==> src/rtl/buffer_pkg.sv <==
// Shared definitions for the buffer subsystem: width defaults and the drain FSM encoding.
package buffer_pkg;

  localparam int WIDTH_DEF = 32;
  localparam int LEN_W_DEF = 16;

  localparam logic [1:0] ST_IDLE = 2'd0;
  localparam logic [1:0] ST_RUN  = 2'd1;
  localparam logic [1:0] ST_DONE = 2'd2;

  typedef enum logic [1:0] {
    IDLE = ST_IDLE,
    RUN  = ST_RUN,
    DONE = ST_DONE
  } drain_state_t;

endpackage

==> src/rtl/buffer_skid.sv <==
// Two-entry register FIFO; absorbs the one-cycle read latency of the upstream FIFO.
module buffer_skid
  import buffer_pkg::*;
#(
  parameter int WIDTH = WIDTH_DEF
) (
  input  logic             CLK,
  input  logic             RST,
  input  logic             push,
  input  logic             pop,
  input  logic [WIDTH-1:0] din,
  output logic [WIDTH-1:0] dout,
  output logic [1:0]       occ
);

  logic [WIDTH-1:0] head;
  logic [WIDTH-1:0] tail;
  logic             pop_ok;

  assign pop_ok = pop && (occ != 2'd0);
  assign dout   = head;

  // NOTE: sequential state uses non-blocking assignments so every register samples pre-edge values.
  always_ff @(posedge CLK) begin
    if (RST) begin
      // NOTE: both entries are reset, since the head drives the output data whose reset value is 0.
      head <= '0;
      tail <= '0;
      occ  <= 2'd0;
    end else begin
      assert (!(push && occ == 2'd2));
      case ({push, pop_ok})
        2'b10: begin
          if (occ == 2'd0) head <= din;
          else             tail <= din;
          occ <= occ + 2'd1;
        end
        2'b01: begin
          head <= tail;
          occ  <= occ - 2'd1;
        end
        2'b11: begin
          // Simultaneous push/pop: the new word lands behind whatever remains.
          if (occ == 2'd1) begin
            head <= din;
          end else begin
            head <= tail;
            tail <= din;
          end
        end
        default: ;
      endcase
    end
  end

endmodule

==> src/rtl/buffer_drain.sv <==
// Read-side controller: pops a commanded number of words from the FIFO and re-issues them
// on a valid/ready stream with a last-beat marker and a completion pulse.
module buffer_drain
  import buffer_pkg::*;
#(
  parameter int WIDTH = WIDTH_DEF,
  parameter int LEN_W = LEN_W_DEF
) (
  input  logic             CLK,
  input  logic             RST,
  input  logic             cmd_valid,
  output logic             cmd_ready,
  input  logic [LEN_W-1:0] cmd_len,
  output logic             fifo_read_en,
  input  logic [WIDTH-1:0] fifo_dout,
  input  logic             fifo_empty,
  output logic             m_valid,
  input  logic             m_ready,
  output logic [WIDTH-1:0] m_data,
  output logic             m_last,
  output logic             done,
  output logic             busy
);

  drain_state_t     state;
  logic [LEN_W-1:0] issue_left;
  logic [LEN_W-1:0] beats_left;
  logic             inflight;
  logic [1:0]       occ;
  logic             pop;
  logic [2:0]       pending;

  assign pop     = m_valid && m_ready;
  assign pending = {1'b0, occ} + {2'b0, inflight};

  // Occupancy after this cycle's handshake must leave room for the word about to be popped.
  assign fifo_read_en = (state == RUN) && (issue_left != '0) && !fifo_empty
                        && (pending < (3'd2 + {2'b0, pop}));

  assign cmd_ready = (state == IDLE);
  assign busy      = (state != IDLE);
  assign done      = (state == DONE);
  assign m_valid   = (occ != 2'd0);
  assign m_last    = m_valid && (beats_left == LEN_W'(1));

  always_ff @(posedge CLK) begin
    if (RST) begin
      state      <= IDLE;
      issue_left <= '0;
      beats_left <= '0;
      inflight   <= 1'b0;
    end else begin
      inflight <= fifo_read_en;
      case (state)
        IDLE: begin
          if (cmd_valid) begin
            issue_left <= cmd_len;
            beats_left <= cmd_len;
            state      <= (cmd_len != '0) ? RUN : DONE;
          end
        end
        RUN: begin
          if (fifo_read_en) issue_left <= issue_left - LEN_W'(1);
          if (pop) begin
            beats_left <= beats_left - LEN_W'(1);
            if (beats_left == LEN_W'(1)) state <= DONE;
          end
        end
        DONE:    state <= IDLE;
        default: state <= IDLE;
      endcase
    end
  end

  buffer_skid #(.WIDTH(WIDTH)) u_skid (
    .CLK  (CLK),
    .RST  (RST),
    .push (inflight),
    .pop  (pop),
    .din  (fifo_dout),
    .dout (m_data),
    .occ  (occ)
  );

endmodule
==> config.mk <==
export PLATFORM = sky130hd
export DESIGN_NAME = buffer_drain
export DESIGN_NICKNAME = d
export VERILOG_FILES = /design/src/rtl/buffer_pkg.sv /design/src/rtl/buffer_skid.sv /design/src/rtl/buffer_drain.sv
export SDC_FILE = /design/constraint.sdc
export NUM_CORES = 1
export LEC_CHECK = 0
export CELL_PAD_IN_SITES_DETAIL_PLACEMENT = 1
export CELL_PAD_IN_SITES_GLOBAL_PLACEMENT = 1
export CORE_ASPECT_RATIO = 0.7
export CORE_MARGIN = 3
export CORE_UTILIZATION = 35
export CTS_CLUSTER_DIAMETER = 60
export CTS_CLUSTER_SIZE = 30
export DETAILED_ROUTE_END_ITERATION = 8
export PLACE_DENSITY_LB_ADDON = 0.1
export SLEW_MARGIN = 20
export SYNTH_ARGS = -nofsm -noshare
export SYNTH_HDL_FRONTEND = slang
export SYNTH_SLANG_ARGS = --single-unit
==> constraint.sdc <==
create_clock -name CLK -period 2.95 [get_ports CLK]
set_input_delay 0.295 -clock CLK [delete_from_list [all_inputs] [get_ports CLK]]
set_output_delay 0.295 -clock CLK [all_outputs]
set_load 0.02 [all_outputs]
==> run_results.csv, run 1 <==
group,metric,value,unit
clock_network,cts_buffer_depth,2,
route,postRouteAntennaNets,0,
synth,synth-main-ff-cell,"dfxtp_1",
synth,synth_fp_nets,666,
clock_network,htreeDepth,3,
sta,maxSlewViolCount,0,
power,p_comb_frac,0.425,
synth,seq_area_frac_synth,0.4222,
setup_path,path_max_fanout,6,
synth,yosys.area.top_type,"dfxtp_1",
setup_path,required,2650,ps
die,start_util,0.3610,
power,peakVddDrop,0.3350,mV
route,wl_per_cell,17.23,microns
setup_path,reg2reg_slack,390,ps
sta,fmax,366.1,MHz
layout,multiInputGateArea,2544,sq um
sta,max-slew-margin-rel,0.5163,
placed_design,gp_congestion,0.8044,
route,drt_pre_antenna_iters,4,
sta,rsz0062_at_grt,"no",
power,power.switching,1978,uW
clock_network,cts.sink_count,101,
layout,seqCellArea,2022,sq um
synth,synth_most_common_cell,"dfxtp_1",
setup_path,cpMaxStageDelayCell,"a2111o_1",
setup_path,cp_top_family,"simple AND/OR/NAND/NOR gates",
sta,fin_setup_tns,0,ps
route,wirelength,14940,microns
sta,hold_violations,0,
die,ios,91,
setup_path,cp-end-kind,"output pin",
synth,synth_cells,603,
die,fp-row-count,35,
global_route,grt_usage,0.1966,
clock_network,cts_tree,"done",
synth,synthTopCellsByArea,"dfxtp_1 (42%), nand2_1 (7.4%), a21oi_1 (7.3%)",
setup_path,critPathKind,"reg -> out",
placed_design,dp.cells,851,
synth,synthesis.area,4790,sq um
placed_design,hpwlAfterDp,10390,microns
job,max-cap-violations,0,
clock_network,cts_made_buffers,9,
sta,worstMarginPinSlew,724.0,ps
synth,synth-seq-cells,101,
layout,fill_cells,1632,
layout,antenna_cells,0,
die,die_h,103.9,microns
synth,synth.avg_cell_area,7.943,sq um
placed_design,place.port_buffers,90,
die,design.core.area,13270,sq um
power,swShare,0.3857,
synth,synth_edf_count,0,
setup_path,arrival,2440,ps
power,pwr-share-seq,0.354,
setup_path,worst-path-buf-inv,2,
power,p_leak,0.002126,uW
sta,setup_viol,0,
route,drc,0,
setup_path,critPathMaxStageDelay,480,ps
synth,synth_top_area_frac,0.4222,
layout,fin_cells,867,
layout,nNetsFinal,740,
sta,fin_hold_ws,455.6,ps
synth,synth_common_cells,"dfxtp_1 (101), nand2_1 (94), a21oi_1 (70), nor2_1 (60), a211oi_1 (37)",
clock_network,cts_root_buffer,"clkbuf_16",
synth,ys_warn_count,0,
power,p_int,3150,uW
status,status,"finished clean",
power,power_density,831.4,nW/um^2
global_route,antenna_found_initial,0,
worst_hold_path,min_path_type,"reg -> reg",
layout,area_growth,28.79,%
synth,postSynth.asyncResetShare,0,
setup_path,crit_chain,"inv_1 -> ha_1 -> or3b_1 -> a2111o_1 -> nor2_1 -> dlygate4sd2_1",
layout,drive_gt1_frac,0.06452,
clock_network,clk_pin_slew,70,ps
sta,fin_crit,2731,ps
setup_path,start_kind,"flip-flop",
die,die_w,145.8,microns
synth,synth_cell_types,55,
sta,fin_crit_sh,0.9259,
clock_network,post_cts_buffers,0,
global_route,grt_pass1_wl,24350,microns
clock_network,clock_latency,350,ps
power,power_frac_clock,0.220,
global_route,grt-ovfl-total,0,
global_route,grt_start_max_net_pins,60,
sta,finalClockSkew,9.099,ps
global_route,grt_pass1_vias,4737,
route,routed-via-count,4680,
route,drt-vias-per-instance,5.398,
route,first_iter_violations,186,
die,dieArea,15150,sq um
[worst register-to-register path, cell delays in order, from the launching register on]
cell	delay, ps
dfxtp_1	400
inv_1	70
ha_1	270
or3b_1	400
a2111o_1	480
o21ai_1	380
buf_4	260
o21ai_0	100
a21oi_1	130
[layout by cell type (no fill, tap or decap), types with 2 or more instances in the layout]
cell type and instances:
dfxtp_1 101, nand2_1 93, clkdlybuf4s50_1 88, a21oi_1 69
nor2_1 60, a211oi_1 37, a22oi_1 35, o21ai_0 20
inv_1 16, buf_4 14, o21ai_1 13, nor3_1 11
ha_1 10, clkbuf_16 9, nor4_1 8, nand2b_1 6
nor2b_1 5, nand4_1 5, nand3_1 5, o32ai_1 5
nor3b_1 4, o31ai_1 4, a21o_1 4, or4_1 3
o21a_1 3, and2_1 3, a22o_1 3, o31a_1 3
clkinvlp_4 3, or4_4 2, nand3b_1 2, or3_1 2
o22ai_1 2, or2_2 2, xnor2_1 2, buf_12 2
[metal layers]
| metal | vias up | part of all wire | track usage |
|---|---|---|---|
| met3 | 9 | 0.036 | 0.04834 |
| met4 | 0 | 0.0080 | 0.04675 |
| met1 | 2267 | 0.50 | 0.2738 |
| met5 | - | 0 | 0 |
| li1 | 2331 | - | - |
| met2 | 73 | 0.46 | 0.3078 |
[kinds of logic (layout without fill, tap and decap cells)]
| logic type | count (synthesis) | after routing | share of synthesized area |
|---|---|---|---|
| AOI/OAI and AO/OA | 213 | 213 | 0.2879 |
| adders and majority gates | 10 | 10 | 0.02612 |
| buffers and inverters | 58 | 137 | 0.04885 |
| DFF | 101 | 101 | 0.4222 |
| and+or+nand+nor | 219 | 219 | 0.2113 |
| xor gates and xnor gates | 2 | 2 | 0.003658 |
[stage by stage]
| step | instance area (sq um) | util | power [uW] | setup WS (ps) |
|---|---|---|---|---|
| after global placement | 5893 | 0.4441 | 3986 | 327.4 |
| after CTS | 6168 | 0.4649 | 5191 | 163.5 |
| after floorplan | 4790 | - | 3149 | 776.5 |
| final | 6168 | 0.4649 | 5128 | 218.5 |
| after detailed placement | 5893 | 0.4441 | 4045 | 252.2 |
| after global routing | 6168 | 0.4649 | 5482 | 90.95 |
[final timing paths]
path / startpoint / end / depth (start not counted)
setup reg to reg: u_skid.occ[0] / issue_left[6] / 8
hold / removal: u_skid.tail[11] / u_skid.tail[11] / 2
setup / recovery: u_skid.occ[0] / fifo_read_en / 6
hold reg to reg: u_skid.tail[11] / u_skid.tail[11] / 2
[state kept, by name, indices dropped and copies added (netlist names)]
signal,count
u_skid.tail,32
state,2
u_skid.dout,32
beats_left,16
u_skid.occ,2
inflight,1
issue_left,16
[power groups by stage]
| stage | Clock, uW | Combinational [uW] | Sequential (uW) |
|---|---|---|---|
| finish | 1130 | 2180 | 1820 |
| global placement | 0 | 2150 | 1840 |
| CTS | 1170 | 2200 | 1820 |
| global route | 1230 | 2400 | 1860 |
| floorplan | 0 | 1110 | 2040 |
| detailed placement | 0 | 2190 | 1850 |
[final cells by class]
cell class                 count  share of cell area
clock inverter                 6            0.007708
tap                          185             0.03753
clock buffer                  10             0.03712
multi-input combinational    444              0.4124
timing repair buffer         105              0.1677
inverter                      16            0.009736
sequential                   101              0.3278
[what timing repair did]
item | in CTS | in global routing
endpoints found under the setup margin | 1 | 0
hold buffers | 0 | 0
gates resized for setup | 1 | 0
endpoints found under the hold margin | 0 | 0
Note: power is estimated with default switching activity, not from simulation.
==> run 2, diff against run 1 <==
- CORE_MARGIN: 3 -> 2
- clock period: 2.95 -> 2.52 ns (I/O delays scaled with it)
==> run 2 against run 1 <==
Via count increased by 2.4%. Critical path depth is the same. First-iteration DRC count rose by 41%. Critical path type unchanged. Highest routed layer unchanged.
==> run_results.csv, run 2 (synthesis gave the netlist of run 1 again) <==
group,metric,value,unit
sta,setup_viol,0,
setup_path,start_kind,"flip-flop",
die,ios,91,
die,die_w,143.8,microns
placed_design,dp.cells,863,
global_route,grt_pass1_vias,4857,
sta,fin_crit_sh,0.9278,
die,start_util,0.3610,
power,peakVddDrop,0.4283,mV
power,p_leak,0.002227,uW
sta,worstMarginPinSlew,671.5,ps
setup_path,crit_chain,"inv_1 -> ha_1 -> or3b_2 -> nor4_4 -> nor2_1 -> buf_2",
job,max-cap-violations,0,
setup_path,cpMaxStageDelayCell,"or3b_2",
clock_network,htreeDepth,3,
route,wl_per_cell,17.83,microns
sta,rsz0062_at_grt,"no",
layout,area_growth,32.13,%
setup_path,arrival,2090,ps
placed_design,hpwlAfterDp,11000,microns
placed_design,post-place-ws,18.62,ps
sta,fmax,427.7,MHz
layout,final_common_cell,"dfxtp_1",
placed_design,place.port_buffers,90,
die,fp-row-count,35,
sta,finalClockSkew,10.89,ps
global_route,grt_start_max_net_pins,65,
route,first_iter_violations,262,
placed_design,gp_congestion,0.7902,
sta,max-slew-margin-rel,0.5482,
layout,nNetsFinal,753,
clock_network,cts.sink_count,101,
sta,fin_setup_tns,0,ps
die,dieArea,14650,sq um
setup_path,worst-path-buf-inv,2,
clock_network,cts_root_buffer,"clkbuf_16",
worst_hold_path,min_path_type,"in -> reg",
route,drt_pre_antenna_iters,4,
setup_path,path_max_fanout,4,
clock_network,clock_latency,350,ps
clock_network,cts_buffer_depth,2,
route,postRouteAntennaNets,0,
route,drt-vias-per-instance,5.444,
sta,fin_crit,2338,ps
layout,drive_gt1_frac,0.08777,
setup_path,cp_top_family,"simple AND/OR/NAND/NOR gates",
route,wirelength,15690,microns
clock_network,cts_hold_buf,0,
die,die_h,101.9,microns
setup_path,cp-end-kind,"output pin",
route,drc,0,
global_route,grt_usage,0.2170,
setup_path,critPathKind,"reg -> out",
clock_network,cts_made_buffers,9,
power,power_density,977.0,nW/um^2
layout,layout_common_cells,"dfxtp_1 (100), nand2_1 (93), clkdlybuf4s50_1 (87), a21oi_1 (69), nor2_1 (59)",
clock_network,cts_tree,"done",
sta,fin_hold_ws,398.3,ps
sta,maxSlewViolCount,0,
setup_path,required,2270,ps
sta,fin_ws,181.9,ps
global_route,grt_pass1_wl,25050,microns
global_route,antenna_found_initial,0,
layout,antenna_cells,0,
status,status,"finished clean",
route,routed-via-count,4791,
die,design.core.area,13270,sq um
clock_network,clk_pin_slew,80,ps
layout,fin_cells,880,
global_route,grt-ovfl-total,0,
sta,hold_violations,0,
setup_path,critPathMaxStageDelay,520,ps
layout,fin_util,0.4769,
[run 2: changes by cell type in the layout (fill, tap and decap cells not counted), sizes merged]
| cell | change |
|---|---|
| clkbuf | -1 |
| inv | +1 |
| buf | +14 |
| clkinv | +3 |
| clkdlybuf4s50 | -1 |
| clkinvlp | -3 |
[run 2: power breakdown]
group          switching, uW  total (uW)  leakage (uW)  internal [uW]
Combinational           1500        2660       0.00126           1160
Clock                    675        1370      0.000145            695
Sequential               227        2150      0.000825           1920
[run 2: through the flow]
| stage | cell area (sq um) | power [uW] |
|---|---|---|
| floorplan | 4790 | 3686 |
| global placement | 6021 | 4752 |
| detailed placement | 6021 | 4842 |
| CTS | 6314 | 6236 |
| global route | 6329 | 6597 |
| finish | 6329 | 6183 |
[run 2: per-layer routing]
metal / track usage / wire, microns
met5: 0 / 0
met3: 0.03889 / 620
met4: 0.04374 / 73
met2: 0.3520 / 7106
met1: 0.3060 / 7892
[run 2: path summary, 6_finish.rpt]
path / from / to / slack (ps) / cells after the start
max reg2reg: u_skid.occ[1] / issue_left[0] / 200 / 9
max: issue_left[1] / fifo_read_en / 180 / 6
min reg2reg: u_skid.tail[6] / u_skid.tail[6] / 460 / 2
min: RST / u_skid.occ[0] / 400 / 2
[run 2: cell type report]
class / count / area [sq um]
fillers: 1596 / 6940
repair buffers: 118 / 1169
inverters: 16 / 60.06
well taps: 185 / 231.5
clock buffers: 9 / 225.2
flip-flops and latches: 101 / 2023
multi-input cells: 444 / 2552
clock inverters: 7 / 67.56
[run 2: worst register-to-register path, stage by stage, from the launching register on]
cell	delay (ps)
dfxtp_1	370
inv_1	80
ha_1	190
or3b_1	370
a2111o_1	430
buf_4	160
o21ai_1	160
buf_6	160
a21oi_1	90
a311oi_2	250
[run 2: what timing repair did]
item / 4_1_cts / 5_1_grt
pin swaps: 0 / 1
setup buffers: 0 / 1
resized for setup: 4 / 5
endpoints found under the hold margin: 0 / 0
endpoints found under the setup margin: 2 / 69
